--- src/rtl/risc32_pipe_ctrl_pkg.sv ---
// Shared constants and types for the risc32 pipeline controller:
// stall vector encodings, the ERET exception code and the FSM state type.
package risc32_pipe_ctrl_pkg;

   // Bit order of a stall vector: [0]pc [1]if [2]id [3]ex [4]mem [5]wb, 1 = stop.
   localparam logic [5:0] STALL_MEM  = 6'b011111;
   localparam logic [5:0] STALL_EX   = 6'b001111;
   localparam logic [5:0] STALL_ID   = 6'b000111;
   localparam logic [5:0] STALL_IF   = 6'b000011;
   localparam logic [5:0] STALL_NONE = 6'b000000;

   localparam logic [31:0] EXC_NONE = 32'h0000_0000;
   localparam logic [31:0] EXC_ERET = 32'h0000_000e;

   typedef enum logic {
      ST_RUN   = 1'b0,
      ST_FLUSH = 1'b1
   } pipe_state_t;

   // ERET returns to the saved EPC; every other exception goes to the vector.
   function automatic logic [31:0] redirect_pc(input logic [31:0] exc,
                                                input logic [31:0] epc,
                                                input logic [31:0] vec);
      return (exc == EXC_ERET) ? epc : vec;
   endfunction

endpackage

--- src/rtl/risc32_pipe_ctrl_if.sv ---
// Signal bundle between the risc32 datapath (master) and the pipeline
// controller (slave).
interface risc32_pipe_ctrl_if;
   import risc32_pipe_ctrl_pkg::*;

   // No valid/ready pairs here: stall requests and excepttype_i are level
   // signals sampled every cycle, and the controller answers in the same cycle.
   logic        stallreq_if_i;
   logic        stallreq_id_i;
   logic        stallreq_ex_i;
   logic        stallreq_mem_i;
   logic [31:0] excepttype_i;
   logic [31:0] cp0_epc_i;
   logic [5:0]  stall_o;
   logic        flush_o;
   logic [31:0] new_pc_o;
   logic        stall_timeout_o;
   logic        busy_o;
   pipe_state_t dbg_state_o;

   modport master (
      output stallreq_if_i, stallreq_id_i, stallreq_ex_i, stallreq_mem_i,
      output excepttype_i, cp0_epc_i,
      input  stall_o, flush_o, new_pc_o, stall_timeout_o, busy_o, dbg_state_o
   );

   modport slave (
      input  stallreq_if_i, stallreq_id_i, stallreq_ex_i, stallreq_mem_i,
      input  excepttype_i, cp0_epc_i,
      output stall_o, flush_o, new_pc_o, stall_timeout_o, busy_o, dbg_state_o
   );

endinterface

--- src/rtl/risc32_pipe_ctrl_stall_prio.sv ---
// Stall priority encoder: the most downstream requesting stage wins and
// freezes itself plus everything upstream of it.
module risc32_stall_prio
   import risc32_pipe_ctrl_pkg::*;
(
   input  logic       i_req_if,
   input  logic       i_req_id,
   input  logic       i_req_ex,
   input  logic       i_req_mem,
   output logic [5:0] o_stall
);

   always_comb begin
      o_stall = STALL_NONE;
      if (i_req_mem)     o_stall = STALL_MEM;
      else if (i_req_ex) o_stall = STALL_EX;
      else if (i_req_id) o_stall = STALL_ID;
      else if (i_req_if) o_stall = STALL_IF;
   end

endmodule

--- src/rtl/risc32_pipe_ctrl.sv ---
// risc32 pipeline controller: stall priority, exception/ERET flush sequencing
// and stuck-stall watchdog. Optional macro RISC32_PIPE_PERF_EN adds perf counters.
module risc32_pipe_ctrl
   import risc32_pipe_ctrl_pkg::*;
#(
   parameter logic [31:0] EXC_VECTOR    = 32'h0000_0020,
   parameter int unsigned FLUSH_CYCLES  = 1,
   parameter int unsigned STALL_TIMEOUT = 1023
) (
   input  logic                 clk,
   input  logic                 rst,
   risc32_pipe_ctrl_if.slave    pif
`ifdef RISC32_PIPE_PERF_EN
   ,
   output logic [31:0]          stall_cycles_o,
   output logic [31:0]          flush_count_o
`endif
);

   localparam int WD_W = ($clog2(STALL_TIMEOUT + 1) > 10) ? $clog2(STALL_TIMEOUT + 1) : 10;
   localparam logic [WD_W-1:0] WD_LIMIT   = WD_W'(STALL_TIMEOUT);
   localparam logic [WD_W-1:0] WD_MAX     = '1;
   localparam logic [2:0]      FLUSH_LAST = 3'(FLUSH_CYCLES - 1);

   pipe_state_t     r_state;
   logic [2:0]      r_flush_cnt;
   logic [31:0]     r_new_pc;
   logic [WD_W-1:0] r_wd_cnt;
   logic            r_timeout;

   logic [5:0]      w_prio;
   logic            w_run;
   logic            w_exc_take;
   logic            w_stalled;
   logic [31:0]     w_exc_pc;
   logic [WD_W-1:0] w_wd_next;

   risc32_stall_prio u_prio (
      .i_req_if  (pif.stallreq_if_i),
      .i_req_id  (pif.stallreq_id_i),
      .i_req_ex  (pif.stallreq_ex_i),
      .i_req_mem (pif.stallreq_mem_i),
      .o_stall   (w_prio)
   );

   // Same-cycle paths are gated by rst so every output reads idle during reset.
   assign w_run      = rst && (r_state == ST_RUN);
   assign w_exc_take = w_run && (pif.excepttype_i != EXC_NONE);
   assign w_exc_pc   = redirect_pc(pif.excepttype_i, pif.cp0_epc_i, EXC_VECTOR);
   assign w_stalled  = (pif.stall_o != STALL_NONE);
   assign w_wd_next  = (r_wd_cnt == WD_MAX) ? r_wd_cnt : r_wd_cnt + 1'b1;

   assign pif.stall_o         = (w_run && !w_exc_take) ? w_prio : STALL_NONE;
   assign pif.flush_o         = w_exc_take || (r_state == ST_FLUSH);
   assign pif.new_pc_o        = w_exc_take ? w_exc_pc :
                                (r_state == ST_FLUSH) ? r_new_pc : 32'h0;
   assign pif.busy_o          = (r_state != ST_RUN);
   assign pif.stall_timeout_o = r_timeout;
   assign pif.dbg_state_o     = r_state;

   // r_flush_cnt counts flush cycles already completed, including the entry cycle.
   always_ff @(posedge clk or negedge rst) begin
      if (!rst) begin
         r_state     <= ST_RUN;
         r_flush_cnt <= 3'd0;
         r_new_pc    <= 32'h0;
      end else begin
         case (r_state)
            ST_RUN: begin
               if (w_exc_take) begin
                  r_new_pc <= w_exc_pc;
                  if (FLUSH_CYCLES > 1) begin
                     r_state     <= ST_FLUSH;
                     r_flush_cnt <= 3'd1;
                  end
               end
            end
            ST_FLUSH: begin
               if (r_flush_cnt >= FLUSH_LAST) begin
                  r_state     <= ST_RUN;
                  r_flush_cnt <= 3'd0;
               end else begin
                  r_flush_cnt <= r_flush_cnt + 3'd1;
               end
            end
            default: r_state <= ST_RUN;
         endcase
      end
   end

   always_ff @(posedge clk or negedge rst) begin
      if (!rst) begin
         r_wd_cnt  <= '0;
         r_timeout <= 1'b0;
      end else begin
         r_wd_cnt <= w_stalled ? w_wd_next : '0;
         if (w_stalled && (w_wd_next >= WD_LIMIT)) r_timeout <= 1'b1;
      end
   end

`ifdef RISC32_PIPE_PERF_EN
   logic [31:0] r_stall_cycles;
   logic [31:0] r_flush_count;

   always_ff @(posedge clk or negedge rst) begin
      if (!rst) begin
         r_stall_cycles <= 32'h0;
         r_flush_count  <= 32'h0;
      end else begin
         if (w_stalled)  r_stall_cycles <= r_stall_cycles + 32'd1;
         if (w_exc_take) r_flush_count  <= r_flush_count + 32'd1;
      end
   end

   assign stall_cycles_o = r_stall_cycles;
   assign flush_count_o  = r_flush_count;
`endif

endmodule

--- src/flat_wrapper.sv ---
// flat-port wrapper written by rule: the top's interface ports become plain ports
module risc32_pipe_ctrl_flat import risc32_pipe_ctrl_pkg::*;
#(
   parameter logic [31:0] EXC_VECTOR    = 32'h0000_0020,
   parameter int unsigned FLUSH_CYCLES  = 1,
   parameter int unsigned STALL_TIMEOUT = 1023
)
  (clk, rst, pif_stallreq_if_i, pif_stallreq_id_i, pif_stallreq_ex_i, pif_stallreq_mem_i, pif_excepttype_i, pif_cp0_epc_i, pif_stall_o, pif_flush_o, pif_new_pc_o, pif_stall_timeout_o, pif_busy_o, pif_dbg_state_o);
  risc32_pipe_ctrl_if pif_i ();
  input  logic clk;
  input  logic rst;
  input wire logic [$bits(pif_i.stallreq_if_i)-1:0] pif_stallreq_if_i;
  input wire logic [$bits(pif_i.stallreq_id_i)-1:0] pif_stallreq_id_i;
  input wire logic [$bits(pif_i.stallreq_ex_i)-1:0] pif_stallreq_ex_i;
  input wire logic [$bits(pif_i.stallreq_mem_i)-1:0] pif_stallreq_mem_i;
  input wire logic [$bits(pif_i.excepttype_i)-1:0] pif_excepttype_i;
  input wire logic [$bits(pif_i.cp0_epc_i)-1:0] pif_cp0_epc_i;
  output wire logic [$bits(pif_i.stall_o)-1:0] pif_stall_o;
  output wire logic [$bits(pif_i.flush_o)-1:0] pif_flush_o;
  output wire logic [$bits(pif_i.new_pc_o)-1:0] pif_new_pc_o;
  output wire logic [$bits(pif_i.stall_timeout_o)-1:0] pif_stall_timeout_o;
  output wire logic [$bits(pif_i.busy_o)-1:0] pif_busy_o;
  output wire logic [$bits(pif_i.dbg_state_o)-1:0] pif_dbg_state_o;
  assign pif_i.stallreq_if_i = pif_stallreq_if_i;
  assign pif_i.stallreq_id_i = pif_stallreq_id_i;
  assign pif_i.stallreq_ex_i = pif_stallreq_ex_i;
  assign pif_i.stallreq_mem_i = pif_stallreq_mem_i;
  assign pif_i.excepttype_i = pif_excepttype_i;
  assign pif_i.cp0_epc_i = pif_cp0_epc_i;
  assign pif_stall_o = pif_i.stall_o;
  assign pif_flush_o = pif_i.flush_o;
  assign pif_new_pc_o = pif_i.new_pc_o;
  assign pif_stall_timeout_o = pif_i.stall_timeout_o;
  assign pif_busy_o = pif_i.busy_o;
  assign pif_dbg_state_o = pif_i.dbg_state_o;
  risc32_pipe_ctrl #(.EXC_VECTOR(EXC_VECTOR), .FLUSH_CYCLES(FLUSH_CYCLES), .STALL_TIMEOUT(STALL_TIMEOUT)) u_core (.clk(clk), .rst(rst), .pif(pif_i));
endmodule
--- config.mk ---
export PLATFORM = sky130hd
export DESIGN_NAME = risc32_pipe_ctrl_flat
export DESIGN_NICKNAME = d
export VERILOG_FILES = /design/src/rtl/risc32_pipe_ctrl_pkg.sv /design/src/rtl/risc32_pipe_ctrl_if.sv /design/src/rtl/risc32_pipe_ctrl_stall_prio.sv /design/src/rtl/risc32_pipe_ctrl.sv /design/src/flat_wrapper.sv
export SDC_FILE = /design/constraint.sdc
export NUM_CORES = 1
export LEC_CHECK = 0
export ABC_CLOCK_PERIOD_IN_PS = 3000
export BUFFER_PORTS_ARGS = -buffer_cell sky130_fd_sc_hd__buf_2
export CORE_ASPECT_RATIO = 0.9
export CORE_MARGIN = 3
export CORE_UTILIZATION = 36
export CTS_BUF_LIST = sky130_fd_sc_hd__clkbuf_16
export DETAILED_ROUTE_END_ITERATION = 12
export GPL_TIMING_DRIVEN = 1
export PLACE_DENSITY = 0.85
export SLEW_MARGIN = 20
export SYNTH_ARGS = -nofsm -noshare
export SYNTH_HDL_FRONTEND = slang
export SYNTH_SLANG_ARGS = --single-unit
--- constraint.sdc ---
create_clock -name clk -period 3 [get_ports clk]
set_clock_uncertainty 0.05 [all_clocks]
set_input_delay 0.45 -clock clk [delete_from_list [all_inputs] [get_ports clk]]
set_output_delay 0.45 -clock clk [all_outputs]
set_load 0.1 [all_outputs]
==> qor.yml <==
outcome:
  status: "finished, final reports clean"
pwr:
  power.leakage_uw: 0.00107
  clockPowerShare: 0.510
  ir_worst_vdd_mv: 0.270
  p_int_uw: 360
  powerDensity_nw_per_um2: 212
  seq_power_share: 0.314
  power.share.combinational: 0.176
  switching_power_uw: 114
  p_sw_frac: 0.241
critical_path:
  crit_arrival_ns: 2.08
  end_kind: "primary output"
  cp.required_ns: 2.50
  crit_path_start_kind: "primary input"
  path_max_fanout: 31
  critical_path_class: "primary input to primary output"
logic_synthesis:
  synthAdderAreaFrac: 0.0111
  syn_area_um2: 1130
  ys_seq_area_frac: 0.244
  synth_top_area_frac: 0.244
  synthXorXnorAreaFrac: 0.0233
  ys_async_sr_fraction: 1.00
  synth_top_family_by_area: "simple AND/OR/NAND/NOR gates"
  synth_top_cell_by_area: "dfrtp_1"
  synth_edf_count: 0
  synthSimpleGateAreaFrac: 0.473
  ys_ff_latch: 11
  yosysWarningCount: 0
  synthFlopType: "dfrtp_1"
  syn_inst: 145
  synth.most_common_cell: "and2_1"
  netlist-cell-type-count: 42
  avgSynthCellArea_um2: 7.79
  muxShareOfSynthArea: 0.0465
  synthTopCellsByCount: "and2_1, nor2_1, dfrtp_1"
  netlist_top_cells_area: "dfrtp_1, and2_1, nor2_1"
  synth_compound_gate_area_share: 0.121
route:
  drc: 0
  first_pass_iters: 4
  via_per_inst: 5.28
  drt-met1-wl_mm: 1.78
  wl_per_cell_um: 17.5
  wl_mm: 5.03
  ant_nets: 0
  met2_length_mm: 2.73
  first_iter_violations: 51
  top_layer: "met4"
  wl_met3_um: 423
  dr_total_vias: 1520
grt:
  grt_use_total: 0.259
  grt_max_degree: 32
  grt-ovfl-total: 0
  antenna_found_initial: 0
  first_global_vias: 1463
  grt_pass1_wl_mm: 7.53
cells_and_area:
  fin_util: 0.783
  nets: 320
  synthToLayoutAreaGrowth_pct: 98.2
  antenna_cells: 0
  fin_area_um2: 2240
  drive_above_1_share: 0.488
cts:
  cts.path.max_buffers: 2
  insertion_delay_ns: 0.24
  postCtsSetupRepairBufs: 0
  cts_hold_buf: 0
  path_clk_slew_ns: 0.04
  cts_sinks: 11
  cts_tree: "done"
  clock-root-buffer: "clkbuf_16"
  cts_resized: 0
  cts_inserted_buffers: 3
  htreeDepth: 1
sta:
  fin_setup_tns_ns: 0
  period_needed_ns: 2.58
  hold_viol: 0
  rsz0062_at_grt: "false"
  max_freq_mhz: 388
  finalSetupViolations: 0
  maxSlewViolCount: 0
  finalCritPeriodShare: 0.860
floorplanning:
  die_x_um: 65.1
  row_count: 18
  core_area_um2: 2860
  initial_core_util: 0.395
  ios: 112
  dieHeight_um: 59.1
  die-area_um2: 3850
run:
  cap_violations: 0
placement:
  gpl.final_weighted_congestion: 0.824
  placed_area_um2: 2160
  io_buffers: 108
  dp_hpwl_mm: 4.19
hold_path:
  hold_class: "primary input to asynchronous set/reset pin"
[power groups by stage]
stage	sequential, uW	clock (uW)	combinational [uW]
2_1_floorplan	151	0	35.7
3_3_place_gp	151	0	80.3
3_5_place_dp	151	0	83.3
4_1_cts	149	243	83.7
5_1_grt	149	249	89.9
6_report	149	242	83.4
[per-layer routing]
layer / global-route usage / vias to the layer above
li1: - / 720
met1: 0.271 / 707
met2: 0.525 / 82
met3: 0.0512 / 11
met4: 0.0710 / 0
met5: 0 / -
[worst paths after layout]
| kind | endpoint | depth (start not counted) | slack, ns | startpoint |
|---|---|---|---|---|
| setup / recovery | pif_new_pc_o[1] | 8 | 0.42 | pif_excepttype_i[25] |
| hold / removal | u_core.r_wd_cnt[0] | 1 | 0.06 | rst |
| setup reg to reg | u_core.pif.stall_timeout_o | 6 | 0.56 | u_core.r_wd_cnt[0] |
| hold reg to reg | u_core.pif.stall_timeout_o | 2 | 0.40 | u_core.pif.stall_timeout_o |
| max in group asynchronous | u_core.r_wd_cnt[6] | 1 | 2.59 | rst |
| min in group clk | u_core.pif.stall_timeout_o | 2 | 0.40 | u_core.pif.stall_timeout_o |
[cell usage in the layout, fill, tap and decap left out, types with 2 or more instances in the layout]
master and n:
buf_2 75, a21oi_1 4, inv_1 4, nand3_1 6, buf_12 33, mux2i_1 3, nor4_1 6, clkbuf_16 3
nand4_1 5, a211oi_1 4, dfrtp_1 11, xor2_1 2, and3_1 4, conb_1 3, nor3_1 7, nor2_1 16
nand2_1 4, buf_4 2, and2_1 32, o21ai_0 2
[flip-flops by register name (all words and copies together) (netlist names)]
register                    flops
u_core.r_wd_cnt                10
u_core.pif.stall_timeout_o      1
[worst max-delay path: stages]
cell and delay, ns:
buf_2 0.10, nor4_1 0.32, nand4_1 0.18, nor2_2 0.19
and3_1 0.18, buf_4 0.24, and2_1 0.23, buf_12 0.19
[metrics by stage]
step / setup slack, ns / power (uW) / hold WS [ns] / std cells
after floorplan: 0.0721 / 187 / 0.104 / 147
after global placement: 0.514 / 231 / 0.306 / 284
after detailed placement: 0.433 / 234 / 0.315 / 284
after CTS: 0.429 / 476 / 0.0613 / 288
after global routing: 0.302 / 488 / 0.0684 / 288
final: 0.420 / 474 / 0.0584 / 288
[layout make-up]
cell class                      count  area [um2]
Multi-Input combinational cell    120         773
Clock buffer                        3        75.1
Clock inverter                      1        3.75
Timing Repair Buffer              110        1050
Inverter                            3        11.3
Tap cell                           40        50.0
Fill cell                         193         621
Sequential cell                    11         275
[cell families after synthesis]
family          count (synthesis)
xor+xnor                        3
other cells                     1
flops                          11
mux                             5
simple gates                   90
fa+ha+maj                       1
compound gates                 18
buf+inv                        16
(Power assumes the default switching activity.)
